===== config.mk =====
export PLATFORM = sky130hd
export DESIGN_NAME = dma_burst_streamer_flat
export DESIGN_NICKNAME = d
export VERILOG_FILES = /design/src/rtl/dma_burst_streamer_if.sv /design/src/rtl/dma_burst_streamer.sv /design/src/flat_wrapper.sv
export SDC_FILE = /design/constraint.sdc
export NUM_CORES = 1
export LEC_CHECK = 0
export ABC_AREA = 1
export CAP_MARGIN = 20
export CELL_PAD_IN_SITES_DETAIL_PLACEMENT = 1
export CELL_PAD_IN_SITES_GLOBAL_PLACEMENT = 1
export CORE_ASPECT_RATIO = 1.4
export CORE_UTILIZATION = 40
export CTS_BUF_LIST = sky130_fd_sc_hd__clkbuf_8 sky130_fd_sc_hd__clkbuf_16
export CTS_CLUSTER_DIAMETER = 50
export CTS_CLUSTER_SIZE = 10
export DETAILED_ROUTE_END_ITERATION = 8
export HOLD_SLACK_MARGIN = 0.03
export PLACE_DENSITY = 0.82
export SYNTH_ARGS = -nofsm -noshare
export SYNTH_HDL_FRONTEND = slang
export SYNTH_SLANG_ARGS = --single-unit

===== constraint.sdc =====
create_clock -name clk -period 4.5 [get_ports clk]
set_clock_uncertainty 0.05 [all_clocks]
set_input_delay 0.9 -clock clk [delete_from_list [all_inputs] [get_ports clk]]
set_output_delay 0.9 -clock clk [all_outputs]
set_load 0.1 [all_outputs]

===== src/rtl/dma_burst_streamer_if.sv =====
// dma_burst_streamer_if
// Groups the descriptor channel and the burst request channel of the
// DMA burst streamer into one bundle.
//
// Descriptor channel (producer -> streamer):
//   desc_valid_i / desc_ready_o  handshake
//   desc_addr_i                  start byte address
//   desc_bytes_i                 transfer length in bytes
//   desc_mode_i                  1 = INCR, 0 = FIXED
// Request channel (streamer -> AXI interface block):
//   req_valid_o / req_ready_i    handshake
//   req_addr_o                   beat-aligned burst address
//   req_alen_o                   beats - 1
//   req_size_o                   log2(bytes per beat)
//   req_strb_o                   byte mask applied to every beat
//   req_mode_o                   copy of the descriptor mode
//
// Modports: master = the streamer itself, slave = whoever surrounds it.
interface dma_burst_streamer_if #(
  parameter int ADDR_WIDTH  = 32,
  parameter int DATA_WIDTH  = 32,
  parameter int BYTES_WIDTH = 32
);
  localparam int BPB = DATA_WIDTH / 8;

  logic                   desc_valid_i;
  logic                   desc_ready_o;
  logic [ADDR_WIDTH-1:0]  desc_addr_i;
  logic [BYTES_WIDTH-1:0] desc_bytes_i;
  logic                   desc_mode_i;

  logic                   req_valid_o;
  logic                   req_ready_i;
  logic [ADDR_WIDTH-1:0]  req_addr_o;
  logic [7:0]             req_alen_o;
  logic [2:0]             req_size_o;
  logic [BPB-1:0]         req_strb_o;
  logic                   req_mode_o;

  modport master (
    input  desc_valid_i, desc_addr_i, desc_bytes_i, desc_mode_i, req_ready_i,
    output desc_ready_o, req_valid_o, req_addr_o, req_alen_o, req_size_o,
           req_strb_o, req_mode_o
  );

  modport slave (
    output desc_valid_i, desc_addr_i, desc_bytes_i, desc_mode_i, req_ready_i,
    input  desc_ready_o, req_valid_o, req_addr_o, req_alen_o, req_size_o,
           req_strb_o, req_mode_o
  );
endinterface


===== src/rtl/dma_burst_streamer.sv =====
// dma_burst_streamer
// Takes one transfer descriptor (start address, byte count, mode) and
// splits it into AXI-legal burst requests: unaligned head and tail bytes
// become single-beat bursts with a partial strobe, full bursts are capped
// by MAX_BEATS (16 in FIXED mode) and, in INCR mode, by the 4 KB page.
//
// Ports:
//   clk, rst    clock and synchronous active-high reset
//   bus         dma_burst_streamer_if.master (descriptor + request channels)
//   abort_i     stop issuing bursts; the request on offer still completes
//   busy_o      descriptor in progress
//   done_o      one-cycle pulse at descriptor end
//   bursts_o    request handshakes of the current descriptor
//
// Optional feature macro: DMA_STREAMER_PERF_EN
//   defined   -> bursts_o is a saturating 16-bit handshake counter
//   undefined -> bursts_o is tied to zero
module dma_burst_streamer #(
  parameter int ADDR_WIDTH  = 32,
  parameter int DATA_WIDTH  = 32,
  parameter int MAX_BEATS   = 256,
  parameter int BYTES_WIDTH = 32
) (
  input  logic                 clk,
  input  logic                 rst,
  dma_burst_streamer_if.master bus,
  input  logic                 abort_i,
  output logic                 busy_o,
  output logic                 done_o,
  output logic [15:0]          bursts_o
);
  localparam int BPB       = DATA_WIDTH / 8;
  localparam int OFF_W     = $clog2(BPB);
  localparam int FIXED_CAP = (MAX_BEATS < 16) ? MAX_BEATS : 16;

  typedef enum logic [1:0] {S_IDLE, S_CALC, S_REQ, S_DONE} state_t;

  state_t state_q, state_d;

  logic [ADDR_WIDTH-1:0]  cur_addr_q;
  logic [BYTES_WIDTH-1:0] rem_q;
  logic                   mode_q;
  logic                   abort_q;
  logic [BYTES_WIDTH-1:0] take_q;

  logic [ADDR_WIDTH-1:0]  req_addr_q;
  logic [7:0]             req_alen_q;
  logic [2:0]             req_size_q;
  logic [BPB-1:0]         req_strb_q;
  logic                   req_mode_q;

  logic                   desc_fire;
  logic                   req_fire;
  logic                   abort_seen;
  logic [BYTES_WIDTH-1:0] rem_after;

  logic [12:0]            off13;
  logic [12:0]            room13;
  logic [12:0]            kb_beats;
  logic [12:0]            len_cap;
  logic [12:0]            calc_beats;
  logic [12:0]            part_end;
  logic [BYTES_WIDTH-1:0] rem_beats;
  logic [BYTES_WIDTH-1:0] calc_take;
  logic                   calc_partial;
  logic [BPB-1:0]         calc_strb;
  logic [7:0]             calc_alen;

  assign desc_fire  = (state_q == S_IDLE) && bus.desc_valid_i;
  assign req_fire   = (state_q == S_REQ) && bus.req_ready_i;
  assign abort_seen = abort_q | abort_i;
  assign rem_after  = rem_q - take_q;

  // State register.
  always_ff @(posedge clk) begin
    if (rst) begin
      state_q <= S_IDLE;
    end else begin
      state_q <= state_d;
    end
  end

  // Next-state logic. An abort seen while a request is on offer does not
  // withdraw it; the FSM only leaves REQ on the handshake.
  always_comb begin
    state_d = state_q;
    case (state_q)
      S_IDLE: begin
        if (desc_fire) begin
          state_d = (bus.desc_bytes_i == '0) ? S_DONE : S_CALC;
        end
      end
      S_CALC: begin
        state_d = abort_seen ? S_DONE : S_REQ;
      end
      S_REQ: begin
        if (req_fire) begin
          state_d = ((rem_after == '0) || abort_seen) ? S_DONE : S_CALC;
        end
      end
      S_DONE: begin
        state_d = S_IDLE;
      end
      default: begin
        state_d = S_IDLE;
      end
    endcase
  end

  // Status and request-channel outputs. Request fields come straight from
  // registers loaded in CALC, so they cannot move while REQ waits.
  always_comb begin
    bus.desc_ready_o = (state_q == S_IDLE);
    bus.req_valid_o  = (state_q == S_REQ);
    busy_o           = (state_q != S_IDLE);
    done_o           = (state_q == S_DONE);
    bus.req_addr_o   = req_addr_q;
    bus.req_alen_o   = req_alen_q;
    bus.req_size_o   = req_size_q;
    bus.req_strb_o   = req_strb_q;
    bus.req_mode_o   = req_mode_q;
  end

  // Burst sizing for the current address and remaining byte count.
  // Head (unaligned) and tail (less than one beat) bursts are single beats
  // with a partial strobe; everything else is a full-strobe burst limited
  // by the remaining whole beats, the burst cap and, in INCR mode, the
  // distance to the next 4 KB page.
  always_comb begin
    off13        = 13'(cur_addr_q[OFF_W-1:0]);
    room13       = 13'(BPB) - off13;
    rem_beats    = rem_q >> OFF_W;
    kb_beats     = (13'd4096 - {1'b0, cur_addr_q[11:0]}) >> OFF_W;
    len_cap      = mode_q ? 13'(MAX_BEATS) : 13'(FIXED_CAP);
    calc_beats   = 13'd1;
    calc_take    = '0;
    calc_partial = 1'b1;
    if (off13 != 13'd0) begin
      calc_take = (rem_q < BYTES_WIDTH'(room13)) ? rem_q : BYTES_WIDTH'(room13);
    end else if (rem_q < BYTES_WIDTH'(BPB)) begin
      calc_take = rem_q;
    end else begin
      calc_partial = 1'b0;
      calc_beats   = len_cap;
      if (rem_beats < BYTES_WIDTH'(calc_beats)) begin
        calc_beats = 13'(rem_beats);
      end
      if (mode_q && (kb_beats < calc_beats)) begin
        calc_beats = kb_beats;
      end
      calc_take = BYTES_WIDTH'(calc_beats) << OFF_W;
    end
    calc_alen = 8'(calc_beats - 13'd1);
    part_end  = off13 + 13'(calc_take);
    calc_strb = '0;
    for (int i = 0; i < BPB; i++) begin
      calc_strb[i] = !calc_partial || ((13'(i) >= off13) && (13'(i) < part_end));
    end
  end

  // Descriptor, progress and request registers. The address only advances
  // in INCR mode; FIXED transfers keep hitting the same location.
  always_ff @(posedge clk) begin
    if (rst) begin
      cur_addr_q <= '0;
      rem_q      <= '0;
      mode_q     <= 1'b0;
      take_q     <= '0;
      req_addr_q <= '0;
      req_alen_q <= '0;
      req_size_q <= '0;
      req_strb_q <= '0;
      req_mode_q <= 1'b0;
    end else begin
      case (state_q)
        S_IDLE: begin
          if (desc_fire) begin
            cur_addr_q <= bus.desc_addr_i;
            rem_q      <= bus.desc_bytes_i;
            mode_q     <= bus.desc_mode_i;
          end
        end
        S_CALC: begin
          req_addr_q <= {cur_addr_q[ADDR_WIDTH-1:OFF_W], {OFF_W{1'b0}}};
          req_alen_q <= calc_alen;
          req_size_q <= 3'(OFF_W);
          req_strb_q <= calc_strb;
          req_mode_q <= mode_q;
          take_q     <= calc_take;
        end
        S_REQ: begin
          if (req_fire) begin
            rem_q <= rem_after;
            if (mode_q) begin
              cur_addr_q <= cur_addr_q + ADDR_WIDTH'(take_q);
            end
          end
        end
        default: begin
        end
      endcase
    end
  end

  // Sticky abort: ignored while idle, cleared when the descriptor finishes.
  always_ff @(posedge clk) begin
    if (rst) begin
      abort_q <= 1'b0;
    end else if ((state_q == S_IDLE) || (state_q == S_DONE)) begin
      abort_q <= 1'b0;
    end else if (abort_i) begin
      abort_q <= 1'b1;
    end
  end

  // A burst must never consume more bytes than remain.
  assert property (@(posedge clk) disable iff (rst) req_fire |-> (take_q <= rem_q));

`ifdef DMA_STREAMER_PERF_EN
  logic [15:0] bursts_q;

  // Per-descriptor handshake counter; cleared on acceptance, saturating,
  // and left alone after done so software can read it back.
  always_ff @(posedge clk) begin
    if (rst) begin
      bursts_q <= '0;
    end else if (desc_fire) begin
      bursts_q <= '0;
    end else if (req_fire && (bursts_q != 16'hFFFF)) begin
      bursts_q <= bursts_q + 16'd1;
    end
  end

  assign bursts_o = bursts_q;
`else
  assign bursts_o = 16'd0;
`endif

endmodule


===== src/flat_wrapper.sv =====
// flat-port wrapper written by rule: the top's interface ports become plain ports
module dma_burst_streamer_flat 
#(
  parameter int ADDR_WIDTH  = 32,
  parameter int DATA_WIDTH  = 32,
  parameter int MAX_BEATS   = 256,
  parameter int BYTES_WIDTH = 32
)
  (clk, rst, abort_i, busy_o, done_o, bursts_o, bus_desc_valid_i, bus_desc_addr_i, bus_desc_bytes_i, bus_desc_mode_i, bus_req_ready_i, bus_desc_ready_o, bus_req_valid_o, bus_req_addr_o, bus_req_alen_o, bus_req_size_o, bus_req_strb_o, bus_req_mode_o);
  dma_burst_streamer_if #(.ADDR_WIDTH(ADDR_WIDTH), .DATA_WIDTH(DATA_WIDTH), .BYTES_WIDTH(BYTES_WIDTH)) bus_i ();
  input  logic clk;
  input  logic rst;
  input  logic abort_i;
  output logic busy_o;
  output logic done_o;
  output logic [15:0] bursts_o;
  input wire logic [$bits(bus_i.desc_valid_i)-1:0] bus_desc_valid_i;
  input wire logic [$bits(bus_i.desc_addr_i)-1:0] bus_desc_addr_i;
  input wire logic [$bits(bus_i.desc_bytes_i)-1:0] bus_desc_bytes_i;
  input wire logic [$bits(bus_i.desc_mode_i)-1:0] bus_desc_mode_i;
  input wire logic [$bits(bus_i.req_ready_i)-1:0] bus_req_ready_i;
  output wire logic [$bits(bus_i.desc_ready_o)-1:0] bus_desc_ready_o;
  output wire logic [$bits(bus_i.req_valid_o)-1:0] bus_req_valid_o;
  output wire logic [$bits(bus_i.req_addr_o)-1:0] bus_req_addr_o;
  output wire logic [$bits(bus_i.req_alen_o)-1:0] bus_req_alen_o;
  output wire logic [$bits(bus_i.req_size_o)-1:0] bus_req_size_o;
  output wire logic [$bits(bus_i.req_strb_o)-1:0] bus_req_strb_o;
  output wire logic [$bits(bus_i.req_mode_o)-1:0] bus_req_mode_o;
  assign bus_i.desc_valid_i = bus_desc_valid_i;
  assign bus_i.desc_addr_i = bus_desc_addr_i;
  assign bus_i.desc_bytes_i = bus_desc_bytes_i;
  assign bus_i.desc_mode_i = bus_desc_mode_i;
  assign bus_i.req_ready_i = bus_req_ready_i;
  assign bus_desc_ready_o = bus_i.desc_ready_o;
  assign bus_req_valid_o = bus_i.req_valid_o;
  assign bus_req_addr_o = bus_i.req_addr_o;
  assign bus_req_alen_o = bus_i.req_alen_o;
  assign bus_req_size_o = bus_i.req_size_o;
  assign bus_req_strb_o = bus_i.req_strb_o;
  assign bus_req_mode_o = bus_i.req_mode_o;
  dma_burst_streamer #(.ADDR_WIDTH(ADDR_WIDTH), .DATA_WIDTH(DATA_WIDTH), .MAX_BEATS(MAX_BEATS), .BYTES_WIDTH(BYTES_WIDTH)) u_core (.clk(clk), .rst(rst), .bus(bus_i), .abort_i(abort_i), .busy_o(busy_o), .done_o(done_o), .bursts_o(bursts_o));
endmodule

==> flow_summary.ini, run 1 <==
[yosys]
synth_top_flop_cell = dfxtp_1
syn_inst = 1585
ys_types = 52
synth.cell_area_sq_mm = 0.0105
async_flop_share = 0
postSynthAreaPerCell_sq_um = 6.64
synth_edf_count = 0
yosysWarnings = 0
synth-seq-cells = 144
synth_seq_area_share = 0.274

[sta]
setup_ws_ns = 0.450
setup_violations = 0
max_slew_margin = 0.309
hold_viol_final = 0
tightestPinTransition_ns = 1.04
finalSetupTns_ns = 0
min_period_ns = 4.05
min_period_over_period = 0.900
fmax_mhz = 247
slew_viol_final = 0

[cts]
insertion_delay_ns = 0.44
numClockSinks = 144
ctsLongestPathBuffers = 2
clk_pin_slew_ns = 0.06
cts_htree_levels = 4
cts_setup_buffers = 0
cts_tree = built
cts_buffers = 17
root_buffer = clkbuf_16

[detailed_routing]
wire_per_inst_um = 18.4
drc_errors = 9
num_vias = 11000
drt_wl_total_um = 36900
dr.first_iter.drc_count = 479
drtAntennaViolNets = 0
drt_pre_antenna_iters = 7
vias_per_cell = 5.49

[worst_setup_path]
critPathLaunchType = register
cp.required_ns = 4.74
crit_top_cell = nand2_1
cp.arrival_ns = 4.29
crit_fanout = 14
crit_slowest_cell = dfxtp_1
critPathKind = register to register
cpPeakStageDelay_ns = 0.35
endpoint_kind = register

[placement]
place_area_sq_mm = 0.0119
gp_congestion = 0.972
dp_hpwl_um = 28200
port_buffers = 117
dp.cells = 1973
post-place-ws_ns = 0.424

[floorplanning]
die_w_um = 139
core_area_sq_mm = 0.0256
start_util = 0.410
row_count = 69
die-height_um = 194
io_pins = 138
die_area_sq_mm = 0.0270

[cells_and_area]
seq_area_sq_mm = 0.00288
area_growth_pct = 18.3
fin_area_sq_mm = 0.0124
multi_input_area_sq_mm = 0.00670
layout-drive-gt1-share = 0.0522
fin_cells = 2005
fillers = 3383
nNetsFinal = 1832
antenna_cells = 0

[grt]
grt_max_degree = 105
first_global_vias = 11489
track_usage = 0.280
antenna_found_initial = 0
grt-ovfl-total = 0
grt_pass1_wl_um = 59500

[worst_hold_path]
hold_class = register to register

[status]
status = finished, violations left
violations = design-rule violations

[flow_run]
drv_cap = 0
## synthesized netlist by cell type, types with 5 or more instances
master / count / area share
dfxtp_1: 144 / 0.27
nand3_1: 50 / 0.024
xnor2_1: 21 / 0.017
buf_4: 20 / 0.014
a31oi_1: 5 / 0.0030
a211oi_1: 8 / 0.0057
inv_2: 13 / 0.0046
nand3b_1: 5 / 0.0036
clkbuf_1: 45 / 0.016
nor4_1: 8 / 0.0048
o21bai_1: 9 / 0.0064
a221oi_1: 9 / 0.0075
a21o_1: 8 / 0.0057
o211ai_1: 17 / 0.012
nor2_2: 5 / 0.0030
nand2_1: 265 / 0.095
a21oi_1: 177 / 0.084
nand4_1: 15 / 0.0089
o21ai_0: 128 / 0.061
o221ai_1: 7 / 0.0058
buf_1: 8 / 0.0029
ha_1: 85 / 0.10
xor2_1: 38 / 0.032
inv_1: 159 / 0.057
nor3_1: 39 / 0.019
nor2_1: 241 / 0.086
o21ai_1: 8 / 0.0038
## final timing paths
| kind | endpoint | startpoint | depth (start not counted) | slack (ns) |
|---|---|---|---|---|
| worst min-delay path | u_core.bus.req_alen_o[3]$_SDFFE_PP0P_ | u_core.bus.req_alen_o[3]$_SDFFE_PP0P_ | 2 | 0.44 |
| worst max register to register | u_core.bus.req_alen_o[7]$_SDFFE_PP0P_ | u_core.mode_q$_SDFFE_PP0P_ | 29 | 0.45 |
| worst min register to register | u_core.bus.req_alen_o[3]$_SDFFE_PP0P_ | u_core.bus.req_alen_o[3]$_SDFFE_PP0P_ | 2 | 0.44 |
| worst max-delay path | u_core.bus.req_alen_o[7]$_SDFFE_PP0P_ | u_core.mode_q$_SDFFE_PP0P_ | 29 | 0.45 |
## critical path: cells and delay by family (launching register included)
kind	cells	cell delay [ns]
xor+xnor	1	0.14
buf+inv	4	0.31
simple gates	18	1.91
flops	1	0.35
fa+ha+maj	2	0.60
compound gates	4	0.52
## state kept, by name (all words and copies together) (netlist names), 2 cells and up
register,cells
u_core.state_q,2
u_core.bus.req_alen_o,8
u_core.take_q,32
u_core.bus.req_strb_o,4
u_core.bus.req_addr_o,30
u_core.rem_q,32
u_core.cur_addr_q,32
## metrics by stage
stage / utilization / hold WS (ns)
4_1_cts: 0.484 / 0.436
2_1_floorplan: - / 0.389
3_3_place_gp: 0.462 / 0.410
5_1_grt: 0.485 / 0.447
6_report: 0.485 / 0.436
3_5_place_dp: 0.462 / 0.419
## metal layers
metal  track usage  wire length, um  up-vias
met4         0.152             1780        0
met1         0.298            14800     5253
met5             0                0        -
met2         0.534            19400      239
li1              -                -     5420
met3        0.0289              962       88
## cells in the final DEF (no fill, tap or decap), types with 8 or more instances in the layout
| master | netlist | layout |
|---|---|---|
| ha_1 | 85 | 83 |
| a21o_1 | 8 | 8 |
| clkdlybuf4s50_1 | 0 | 115 |
| nand4_1 | 15 | 15 |
| buf_4 | 20 | 9 |
| nand3_1 | 50 | 50 |
| o21bai_1 | 9 | 9 |
| a211oi_1 | 8 | 8 |
| a21oi_1 | 177 | 177 |
| dfxtp_1 | 144 | 144 |
| nor4_1 | 8 | 8 |
| nor2_1 | 241 | 240 |
| conb_1 | 2 | 22 |
| o211ai_1 | 17 | 17 |
| xor2_1 | 38 | 38 |
| inv_2 | 13 | 13 |
| o21ai_1 | 8 | 8 |
| nor3_1 | 39 | 39 |
| clkbuf_16 | 0 | 17 |
| o21ai_0 | 128 | 128 |
| nand2_1 | 265 | 264 |
| inv_1 | 159 | 161 |
| a221oi_1 | 9 | 9 |
| xnor2_1 | 21 | 21 |
## cells by family (layout without fill, tap and decap cells)
logic type,after synthesis,in the layout,share of synthesized area
XOR/XNOR,59,59,0.0491
flip-flops,144,144,0.274
AND/OR/NAND/NOR,651,651,0.264
adder cells (fa/ha/maj),88,88,0.107
AO/OA/AOI/OAI,391,391,0.207
other,2,22,0.000714
buffers and inverters,250,331,0.0981
## what timing repair did
item	in CTS	in global routing
hold buffers	0	0
endpoints found under the setup margin	0	3
resized for setup	0	2
## layout make-up
class | count | area share
Timing Repair Buffer | 126 | 0.101
Inverter | 174 | 0.0527
Sequential cell | 144 | 0.232
Multi-Input combinational cell | 1211 | 0.538
Tap cell | 319 | 0.0321
Clock inverter | 13 | 0.00925
Clock buffer | 18 | 0.0353
Power of run 1 is left out: the tool's default activity adds up to more than one toggle a clock period on the data nets, which glitch-free logic cannot reach.
==> run 2, diff against run 1 <==
--- a/config.mk
+++ b/config.mk
@@ -7,10 +7,10 @@
 export LEC_CHECK = 0
 export ABC_AREA = 1
 export CAP_MARGIN = 20
-export CELL_PAD_IN_SITES_DETAIL_PLACEMENT = 1
-export CELL_PAD_IN_SITES_GLOBAL_PLACEMENT = 1
+export CELL_PAD_IN_SITES_DETAIL_PLACEMENT = 0
+export CELL_PAD_IN_SITES_GLOBAL_PLACEMENT = 2
 export CORE_ASPECT_RATIO = 1.4
-export CORE_UTILIZATION = 40
+export CORE_UTILIZATION = 31
 export CTS_BUF_LIST = sky130_fd_sc_hd__clkbuf_8 sky130_fd_sc_hd__clkbuf_16
 export CTS_CLUSTER_DIAMETER = 50
 export CTS_CLUSTER_SIZE = 10
==> flow_summary.ini, run 2 (synthesis results as in run 1) <==
[worst_setup_path]
cpPeakStageDelay_ns = 0.34
critPathLaunchType = register
crit_fanout = 14
path_buf_inv = 3
worstSetupEndpoint = u_core.bus.req_alen_o[6]$_SDFFE_PP0P_
r2r-end = u_core.bus.req_alen_o[6]$_SDFFE_PP0P_
critPathKind = register to register
r2r_start = u_core.cur_addr_q[1]$_SDFFE_PP0P_
endpoint_kind = register
worstSetupStartpoint = u_core.cur_addr_q[1]$_SDFFE_PP0P_
crit_slowest_cell = dfxtp_1
rrSetupSlack_ns = 0.48
crit_top_cell = nand2_1
cp_top_family = simple AND/OR/NAND/NOR gates
rr_worst_depth = 23
crit_chain = inv_1 > ha_1 > inv_2 > nor3_4 > nand4_1 > nor2_2 > nand2_1 > o21ai_0 > nand2_1 > inv_2 > ha_1 > a21oi_1 > a21oi_1 > nor2_1 > nand2_2 > nand2_1 > nand2_1 > nand2_1 > ha_1 > nand2_1 > nor2_1 > xor2_1 > a21oi_1
cp.arrival_ns = 4.25
cp.depth = 23
cp.required_ns = 4.73

[flow_run]
drv_cap = 0

[cells_and_area]
final_common_cell = nand2_1
fillers = 3677
antenna_cells = 0
fin_cells = 2136
final_cell_mix = nand2_1, nor2_1, a21oi_1, inv_1, dfxtp_1
area_growth_pct = 20.4
layout-drive-gt1-share = 0.0550
nNetsFinal = 1836
reg.largest.list = u_core.cur_addr_q (32), u_core.rem_q (32), u_core.take_q (32)

[sta]
hold_viol_final = 0
fmax_mhz = 249
min_period_over_period = 0.894
setup_violations = 0
whs_ns = 0.424
max_slew_margin = 0.303
tightestPinTransition_ns = 1.05
min_period_ns = 4.02
slew_viol_final = 0
rsz0062_at_grt = false
finalSetupTns_ns = 0

[cts]
clk_pin_slew_ns = 0.06
cts_tree = built
ctsHoldBuffers = 0
numClockSinks = 144
cts_buffers = 17
insertion_delay_ns = 0.44
cts_setup_buffers = 0
root_buffer = clkbuf_16
ctsLongestPathBuffers = 2
cts_htree_levels = 4
ctsResizeCount = 0

[placement]
dp_hpwl_um = 28800
dp.cells = 2103
port_buffers = 117
gp_congestion = 0.889

[floorplanning]
core_area_sq_mm = 0.0333
die_w_um = 158
row_count = 79
die-height_um = 220
io_pins = 138
die_area_sq_mm = 0.0347
start_util = 0.316

[detailed_routing]
drtAntennaViolNets = 0
drt_wl_total_um = 36900
dr.first_iter.drc_count = 518
wire_per_inst_um = 17.3
drc_errors = 0
num_vias = 10558
vias_per_cell = 4.94
drt_pre_antenna_iters = 5

[grt]
grt-ovfl-total = 0
track_usage = 0.221
antenna_found_initial = 0
grt_pass1_wl_um = 57900
grt_max_degree = 105
first_global_vias = 10673

[status]
status = complete, no violations

[worst_hold_path]
hold_class = register to register
[run 2: cell types whose count changed in the layout (fill, tap and decap cells not counted), moves of 2 or more]
cell        delta
buf_4          +4
clkbuf_8       +3
clkinvlp_4     +3
clkinv_2       -2
[run 2: area by class of cell]
type | count | area, sq um | area share
Multi-Input combinational cell | 1211 | 6690 | 0.528
Sequential cell | 144 | 2880 | 0.228
Timing Repair Buffer | 130 | 1290 | 0.102
Inverter | 174 | 656 | 0.0518
Tap cell | 445 | 557 | 0.0440
Clock buffer | 21 | 480 | 0.0379
Clock inverter | 11 | 106 | 0.00840
[run 2: worst min path at each step]
stage | from | end | slack [ns] | cells past startpoint
floorplan | u_core.take_q[13]$_SDFFE_PP0P_ | u_core.take_q[13]$_SDFFE_PP0P_ | 0.39 | 2
global placement | u_core.bus.req_size_o[1]$_SDFFE_PP0P_ | u_core.bus.req_size_o[1]$_SDFFE_PP0P_ | 0.41 | 2
detailed placement | u_core.bus.req_size_o[1]$_SDFFE_PP0P_ | u_core.bus.req_size_o[1]$_SDFFE_PP0P_ | 0.41 | 2
CTS | u_core.bus.req_size_o[1]$_SDFFE_PP0P_ | u_core.bus.req_size_o[1]$_SDFFE_PP0P_ | 0.43 | 2
global route | u_core.bus.req_size_o[1]$_SDFFE_PP0P_ | u_core.bus.req_size_o[1]$_SDFFE_PP0P_ | 0.45 | 2
finish | u_core.bus.req_size_o[1]$_SDFFE_PP0P_ | u_core.bus.req_size_o[1]$_SDFFE_PP0P_ | 0.42 | 2
[run 2: routing by layer]
layer	vias to the layer above	share of wire	GRT usage
met5	-	0	0
met4	0	0.031	0.0822
met3	42	0.026	0.0254
met2	203	0.53	0.418
met1	4891	0.42	0.248
li1	5422	-	-
[run 2: worst reg2reg max path: stages, from the launching register on]
cell	delay [ns]
dfxtp_1	0.34
inv_1	0.23
ha_1	0.24
inv_2	0.07
nor3_4	0.15
nand4_1	0.16
nor2_2	0.18
nand2_1	0.06
o21ai_0	0.14
nand2_1	0.08
inv_2	0.06
ha_1	0.25
a21oi_1	0.15
a21oi_1	0.08
nor2_1	0.27
nand2_2	0.26
nand2_1	0.12
nand2_1	0.07
nand2_1	0.20
ha_1	0.25
nand2_1	0.10
nor2_1	0.14
xor2_1	0.15
a21oi_1	0.07
[run 2: metrics by stage]
step,setup slack (ns),util,instance area (sq um)
2_1_floorplan,0.788,-,10600
3_3_place_gp,0.578,0.362,12100
3_5_place_dp,0.509,0.362,12100
4_1_cts,0.493,0.379,12600
5_1_grt,0.0682,0.380,12700
6_report,0.477,0.380,12700
Power of run 2 is left out for the same reason.
